## src/rtl/spi_reg_ctrl.sv

```systemverilog
// spi_reg_ctrl
// Register-access controller behind an SPI slave. Each SPI transaction carries
// a command byte (bit 7 = read, bits [6:0] = start address) followed by data
// bytes that turn into single-beat, auto-incrementing register bus transfers.
// Overrun/underrun status is reported to the master through the status byte
// {STATUS_ID[7:2], wr_overrun, rd_underrun}.
//
// Ports
//   clk, rst         system clock, synchronous active-high reset
//   spi_data_out     byte received from the master, valid with spi_data_stb
//   spi_data_stb     one-cycle strobe per received byte
//   spi_tsx_start    one-cycle pulse when SSEL asserts
//   spi_data_in      next byte shifted to the master (status or read data)
//   bus_addr         register address (7 bit, wraps 127 -> 0)
//   bus_wdata        write data
//   bus_we, bus_re   write / read request, held until bus_ack
//   bus_rdata        read data, valid in the bus_ack cycle of a read
//   bus_ack          completes the pending request
//   wr_overrun       sticky: data byte arrived while a write was pending
//   rd_underrun      sticky: master clocked a byte while a read was pending
module spi_reg_ctrl #(
    parameter logic [7:0] STATUS_ID = 8'hA4
) (
    input  logic       clk,
    input  logic       rst,
    input  logic [7:0] spi_data_out,
    input  logic       spi_data_stb,
    input  logic       spi_tsx_start,
    output logic [7:0] spi_data_in,
    output logic [6:0] bus_addr,
    output logic [7:0] bus_wdata,
    output logic       bus_we,
    output logic       bus_re,
    input  logic [7:0] bus_rdata,
    input  logic       bus_ack,
    output logic       wr_overrun,
    output logic       rd_underrun
);

    typedef enum logic [1:0] {
        ST_IDLE  = 2'd0,
        ST_CMD   = 2'd1,
        ST_WDATA = 2'd2,
        ST_RDATA = 2'd3
    } state_t;

    state_t     state_r;
    logic       rd_valid_r;    // read data loaded, next read may be issued
    logic       loaded_r;      // spi_data_in shows read data instead of status
    logic       rd_discard_r;  // pending read belongs to an aborted transaction
    logic       cmd_pend_r;    // command byte latched while a request was pending
    logic [7:0] cmd_byte_r;

    logic       req_s;
    logic       cmd_go_s;
    logic [7:0] cmd_byte_s;
    logic       ovr_set_s;
    logic       und_set_s;
    logic       rd_load_s;
    logic [7:0] status_s;

    // Decode of this cycle's events; the status byte tracks the flags' next value
    // so spi_data_in and the flags change on the same edge.
    always_comb begin
        req_s      = bus_we | bus_re;
        // A newer command byte supersedes one that is still waiting.
        cmd_byte_s = spi_data_stb ? spi_data_out : cmd_byte_r;
        // Commands issue only with the bus idle so address/data stay stable
        // under a held request.
        cmd_go_s   = !spi_tsx_start && (state_r == ST_CMD) && !req_s &&
                     (spi_data_stb || cmd_pend_r);
        ovr_set_s  = !spi_tsx_start && (state_r == ST_WDATA) && spi_data_stb && bus_we;
        und_set_s  = !spi_tsx_start && (state_r == ST_RDATA) && spi_data_stb &&
                     !rd_valid_r && bus_re;
        rd_load_s  = bus_ack && bus_re && !rd_discard_r && !spi_tsx_start;
        status_s   = {STATUS_ID[7:2], wr_overrun | ovr_set_s, rd_underrun | und_set_s};
    end

    // Controller FSM with registered bus, SPI and status outputs.
    always_ff @(posedge clk) begin
        if (rst) begin
            state_r      <= ST_IDLE;
            spi_data_in  <= {STATUS_ID[7:2], 2'b00};
            bus_addr     <= 7'd0;
            bus_wdata    <= 8'd0;
            bus_we       <= 1'b0;
            bus_re       <= 1'b0;
            wr_overrun   <= 1'b0;
            rd_underrun  <= 1'b0;
            rd_valid_r   <= 1'b0;
            loaded_r     <= 1'b0;
            rd_discard_r <= 1'b0;
            cmd_pend_r   <= 1'b0;
            cmd_byte_r   <= 8'd0;
        end else begin
            // Bus completion; a write always commits, even after an abort.
            if (bus_ack && bus_we) begin
                bus_we   <= 1'b0;
                bus_addr <= bus_addr + 7'd1;
            end else begin
                bus_we   <= bus_we;
            end
            if (bus_ack && bus_re) begin
                bus_re       <= 1'b0;
                rd_discard_r <= 1'b0;
                if (rd_load_s) begin
                    rd_valid_r <= 1'b1;
                    loaded_r   <= 1'b1;
                end else begin
                    rd_valid_r <= rd_valid_r;
                end
            end else begin
                bus_re <= bus_re;
            end

            if (spi_tsx_start) begin
                // New transaction: the old status byte was sampled this cycle.
                state_r     <= ST_CMD;
                wr_overrun  <= 1'b0;
                rd_underrun <= 1'b0;
                rd_valid_r  <= 1'b0;
                loaded_r    <= 1'b0;
                cmd_pend_r  <= 1'b0;
                spi_data_in <= {STATUS_ID[7:2], 2'b00};
                if (bus_re && !bus_ack) begin
                    rd_discard_r <= 1'b1;
                end else begin
                    rd_discard_r <= rd_discard_r & ~bus_ack;
                end
            end else begin
                if (ovr_set_s) begin
                    wr_overrun <= 1'b1;
                end else begin
                    wr_overrun <= wr_overrun;
                end
                if (und_set_s) begin
                    rd_underrun <= 1'b1;
                end else begin
                    rd_underrun <= rd_underrun;
                end

                case (state_r)
                    ST_IDLE: begin
                        state_r <= ST_IDLE;
                    end
                    ST_CMD: begin
                        if (cmd_go_s) begin
                            cmd_pend_r <= 1'b0;
                            bus_addr   <= cmd_byte_s[6:0];
                            if (cmd_byte_s[7]) begin
                                bus_re  <= 1'b1;
                                state_r <= ST_RDATA;
                            end else begin
                                state_r <= ST_WDATA;
                            end
                        end else if (spi_data_stb) begin
                            cmd_pend_r <= 1'b1;
                            cmd_byte_r <= spi_data_out;
                        end else begin
                            cmd_pend_r <= cmd_pend_r;
                        end
                    end
                    ST_WDATA: begin
                        if (spi_data_stb && !bus_we) begin
                            bus_wdata <= spi_data_out;
                            bus_we    <= 1'b1;
                        end else begin
                            bus_wdata <= bus_wdata;
                        end
                    end
                    ST_RDATA: begin
                        // rd_valid implies no request is pending, so the
                        // increment cannot collide with a write-ack increment.
                        if (spi_data_stb && rd_valid_r) begin
                            bus_addr   <= bus_addr + 7'd1;
                            bus_re     <= 1'b1;
                            rd_valid_r <= 1'b0;
                        end else begin
                            state_r <= ST_RDATA;
                        end
                    end
                    default: begin
                        state_r <= ST_IDLE;
                    end
                endcase

                if (rd_load_s) begin
                    spi_data_in <= bus_rdata;
                end else if (!loaded_r) begin
                    spi_data_in <= status_s;
                end else begin
                    spi_data_in <= spi_data_in;
                end
            end
        end
    end

endmodule

```

## config.mk

```make
export PLATFORM = sky130hd
export DESIGN_NAME = spi_reg_ctrl
export DESIGN_NICKNAME = d
export VERILOG_FILES = /design/src/rtl/spi_reg_ctrl.sv
export SDC_FILE = /design/constraint.sdc
export NUM_CORES = 1
export LEC_CHECK = 0
export CORE_MARGIN = 2
export CORE_UTILIZATION = 45
export DETAILED_ROUTE_END_ITERATION = 10
export PLACE_DENSITY = 0.73
export SLEW_MARGIN = 20
export SYNTH_ARGS = -nofsm -noshare
export SYNTH_HDL_FRONTEND = slang
export SYNTH_SLANG_ARGS = --single-unit
export TNS_END_PERCENT = 50
```

## constraint.sdc

```tcl
create_clock -name clk -period 2.9 [get_ports clk]
set_clock_uncertainty 0.2 [all_clocks]
set_input_delay 0.58 -clock clk [delete_from_list [all_inputs] [get_ports clk]]
set_output_delay 0.58 -clock clk [all_outputs]
set_load 0.01 [all_outputs]
```

Word-level counts from Yosys, hierarchy flattened
Index checks and enable logic that the tools add are counted.
Storage, ports and cells
  bits of input ports: 21
  output and inout port bits: 27
  word-level logic and storage cells: 98
  flip-flop bits (word level): 41
Operators by class
  reduce and logical (&&, ||, !) cells: 36
  equal/unequal tests: 8
  bitwise logic cells: 7
  muxes and demuxes: 32
  add/sub/neg operators: 1
Operator list (count)
  $mux 7: 4
  $mux 8: 3
  $mux 1: 20
  $logic_and 1x1->1: 17
  $pmux 7 s2: 1
  $reduce_and 3->1: 4
  $add 7x1->7 const B: 1
  $logic_not 1->1: 6
  $ne 3x3->1 const B: 2
  $pmux 2 s3: 1
  $eq 2x2->1 const B: 2
  $mux 2: 2
  $ne 2x2->1 const B: 2
  $reduce_and 2->1: 2
  $reduce_bool 2->1: 2
  $reduce_bool 4->1: 1
  $not 1->1: 3
  $or 1x1->1: 3
  $reduce_bool 3->1: 1
  $eq 2x1->1 const B: 1
  $logic_not 2->1: 1
  $ne 2x1->1 const B: 1
  $pmux 1 s2: 1
  $reduce_or 2->1: 1
  other kinds (2): 2

Longest topological paths before layout
  word-level depth: 8
  mapped depth: 8
  gate-level depth less buffers: 6

Worst setup path after synthesis
Ideal clock, no wire load.
  kind: input to register
  start point: in spi_tsx_start
  end point: reg spi_data_in[0]
  required time: 2597 ps
  slack: 1030 ps
  setup time: 103 ps
  path buffers: 1
  arrival time: 1566 ps
  stages on the path: 4
  cells stage by stage: buf_6 -> nor4b_4 -> nor3b_1 -> a2111oi_2
On the way
  word-level cells in the longest chain between the ends: 8
  elaborated cells between the ends (all ways): 11
  classes of those cells: eq/ne (1); mux (2); bitwise (1); reduce/logical (7)
Ends and longest elaborated chain
  from (decl): line 28  | input logic spi_tsx_start,
  $logic_not 1->1: line 73, 75
  $logic_and 1x1->1 (3 in a row): line 73  | und_set_s = !spi_tsx_start && (state_r == ST_RDATA) && spi_data_stb &&
  $logic_and 1x1->1: line 74  | !rd_valid_r && bus_re;
  $or 1x1->1: line 76  | status_s = {STATUS_ID[7:2], wr_overrun | ovr_set_s, rd_underrun | und_set_s};
  $mux 8: line 189  | end else if (!loaded_r) begin
  $mux 8: line 187  | if (rd_load_s) begin
  to (signal assigned): line 188  | spi_data_in <= bus_rdata;
  to (signal assigned): line 190  | spi_data_in <= status_s;
  to (signal assigned): line 192  | spi_data_in <= spi_data_in;
  to (decl): line 29  | output logic [7:0] spi_data_in,
Several ways; a longest one is shown, not always the timed one. The select of a mux whose other input is x is not followed.
A chain may end at the register's enable or synchronous reset.

Worst setup path in the final report
  start point: in spi_tsx_start
  end point: reg spi_data_in[7]
On the way
  word-level cells in the longest chain between the ends: 3
  elaborated cells between the ends (all ways): 5
  classes of those cells: eq/ne (1); mux (1); reduce/logical (3)
Ends and longest elaborated chain
  $logic_not 1->1: line 75  | rd_load_s = bus_ack && bus_re && !rd_discard_r && !spi_tsx_start;
  $logic_and 1x1->1: line 75
  $ne 2x1->1 (no source line) or $mux 8 (tied branches)
  to (signal assigned): line 83  | spi_data_in <= {STATUS_ID[7:2], 2'b00};
  to (signal assigned): line 124  | spi_data_in <= {STATUS_ID[7:2], 2'b00};
  to (signal assigned): line 188
Several ways; a longest one is shown, not always the timed one.

==> results.py <==
metrics = {
    "outcome": {
        "outcome": "completed",
    },
    "setup_path": {
        "end_kind": "register",
        "worstSetupPathType": "in -> reg",
        "worstPathArrival_ps": 2250,
        "cp_data_required_time_ps": 2860,
        "cp_max_fo": 13,
        "start_kind": "input port",
    },
    "layout": {
        "nFillCells": 373,
        "nets": 307,
        "fin_area_sq_um": 2645,
        "final_util_pct": 60.33,
        "finalNonFillerCells": 334,
        "area_growth_pct": 28.12,
        "diodes": 0,
        "drive_gt1_share_pct": 9.220,
    },
    "timing": {
        "rsz0062_at_grt": "no",
        "slew_viol_final": 0,
        "fin_tns_setup_ps": 0,
        "fin_ws_ps": 610.1,
        "final_hold_viol_count": 0,
        "period_minus_slack_ps": 2290,
        "setup_viol": 0,
        "whs_ps": 254.3,
        "tightest_slew_ps": 528.0,
        "fmax_mhz": 436.7,
        "finalCritPeriodShare_pct": 78.96,
        "slew_headroom_pct": 64.67,
    },
    "synthesis": {
        "synth.most_common_cell": "dfxtp_1",
        "ys_ff_latch": 41,
        "ys_types": 50,
        "synth_largest_type_area_fraction_pct": 39.76,
        "yosys_warnings": 0,
        "yosysSeqAreaShare_pct": 39.76,
        "synth_edf_count": 0,
        "syn_avg_cell_area_sq_um": 8.674,
        "ys.flop_type": "dfxtp_1",
        "yosysTopAreaCell": "dfxtp_1",
        "synthTopCellsByArea": "dfxtp_1 40%, a21oi_1 4.6%, nand2_1 4.5%, nor2_1 4.5%, mux2i_1 4.4%",
        "async_flop_share_pct": 0,
        "synth_commonest_cells": "41 x dfxtp_1, 25 x nand2_1, 25 x nor2_1, 19 x a21oi_1, 10 x nand3_1",
        "syn_nets": 264,
        "synthCells": 238,
        "netlist_area_sq_um": 2064,
    },
    "pwr": {
        "leakagePower_nw": 0.8995,
        "power.density_nw_per_um2": 397.4,
        "ir_worst_vdd_uv": 255.3,
        "p_total_mw": 1.051,
    },
    "routing": {
        "postRouteAntennaNets": 0,
        "drt-initial-drc-count": 84,
        "via_count": 1855,
        "drt-vias-per-instance": 5.554,
        "drc": 0,
        "drt_wl_total_um": 4890,
        "drt_pass1_iterations": 4,
        "avgRoutedWirePerCell_um": 14.64,
    },
    "global_route": {
        "grt_overflow_total": 0,
        "grtUsageTotal_pct": 20.46,
        "grt_pass1_wl_um": 8369,
        "antenna_found_initial": 0,
        "grt_start_max_net_pins": 21,
        "grt_pass1_vias": 1747,
    },
    "die": {
        "boundaryPins": 48,
        "start_util_pct": 47.09,
        "rows": 24,
        "die_width_um": 71.73,
        "die_y_um": 71.73,
        "die_area_sq_um": 5145,
        "coreArea_sq_um": 4384,
    },
    "clocking": {
        "numCtsBuffers": 5,
        "postCtsSetupBuffers": 0,
        "tritoncts": "yes",
        "clk_latency_ps": 300,
        "cts_root_buf": "clkbuf_8",
        "ctsLongestPathBuffers": 2,
        "hold_buffers": 0,
        "cts.sinks": 41,
        "post_cts_resized": 0,
        "clk_pin_slew_ps": 80,
        "htree_num_levels": 2,
    },
    "placed_design": {
        "dp_cells": 326,
        "portBuffers": 47,
        "dp.final_hpwl_um": 3618,
        "place_area_sq_um": 2562,
        "dpl_worst_slack_ps": 306.2,
        "gp_congestion": 0.8340,
    },
    "min_path": {
        "hp-class": "reg -> reg",
    },
    "run": {
        "maxCapViolations": 0,
    },
}
## cell families (layout without fill, tap and decap cells)
group	count (synthesis)	after routing	synth area share [%]
flops	41	41	39.76
buf+inv	22	66	4.727
simple gates	91	91	23.03
xor+xnor	9	9	3.818
fa+ha+maj	5	5	3.030
mux	16	16	8.182
compound gates	54	54	17.46
## report_power, final
part / internal [mW] / switching, mW
combinational: 0.0562 / 0.0543
sequential: 0.567 / 0.00486
clock: 0.167 / 0.202
## layout make-up
| type | instances | area [sq um] | area share, % |
|---|---|---|---|
| Multi-Input combinational cell | 175 | 1146 | 43.33 |
| Sequential cell | 41 | 820.8 | 31.03 |
| Timing Repair Buffer | 52 | 508.0 | 19.21 |
| Clock buffer | 6 | 72.57 | 2.744 |
| Tap cell | 52 | 65.06 | 2.460 |
| Inverter | 6 | 22.52 | 0.8515 |
| Clock inverter | 2 | 10.01 | 0.3784 |
## cells in the final DEF (no fill, tap or decap), drive strengths merged, types with 3 or more instances in the layout
cell,Yosys,routed
o22ai,6,6
nor2b,3,3
buf,8,5
clkbuf,8,6
xor2,3,3
mux2i,9,9
o211ai,4,4
a21oi,19,19
nor3,5,5
ha,5,5
inv,6,6
dfxtp,41,41
clkdlybuf4s50,0,47
nor2,26,26
a22oi,4,4
nand2,25,25
xnor2,6,6
mux2,7,7
o21ai,6,6
nand3,10,10
nand2b,4,4
nor3b,5,5
## sequential cells by signal (all words and copies together), names as in the netlist
signal	count
bus_wdata	8
cmd_byte_r	8
spi_data_in	8
bus_addr	7
state_r	2
bus_re	1
bus_we	1
cmd_pend_r	1
loaded_r	1
rd_discard_r	1
rd_underrun	1
rd_valid_r	1
wr_overrun	1
## layer usage
metal / track usage [%] / routed length (um) / share of wire [%] / vias to the layer above
met5: 0 / 0 / 0 / -
met4: 6.289 / 63 / 1.3 / 0
met3: 4.501 / 252 / 5.2 / 6
met2: 31.38 / 2321 / 47 / 44
met1: 28.78 / 2253 / 46 / 877
li1: - / - / - / 928
## final timing paths
path                  from        endpoint  slack [ps]  cells past startpoint
max          spi_tsx_start  spi_data_in[7]         610                      4
min           bus_wdata[1]    bus_wdata[1]         250                      2
max reg2reg     state_r[1]   cmd_byte_r[3]         880                      6
min reg2reg   bus_wdata[1]    bus_wdata[1]         250                      2
## worst max-delay path: stages
cell,delay (ps)
clkdlybuf4s50_1,650
or4b_1,780
nor2_1,160
o21ai_1,80
(Power assumes the default switching activity.)
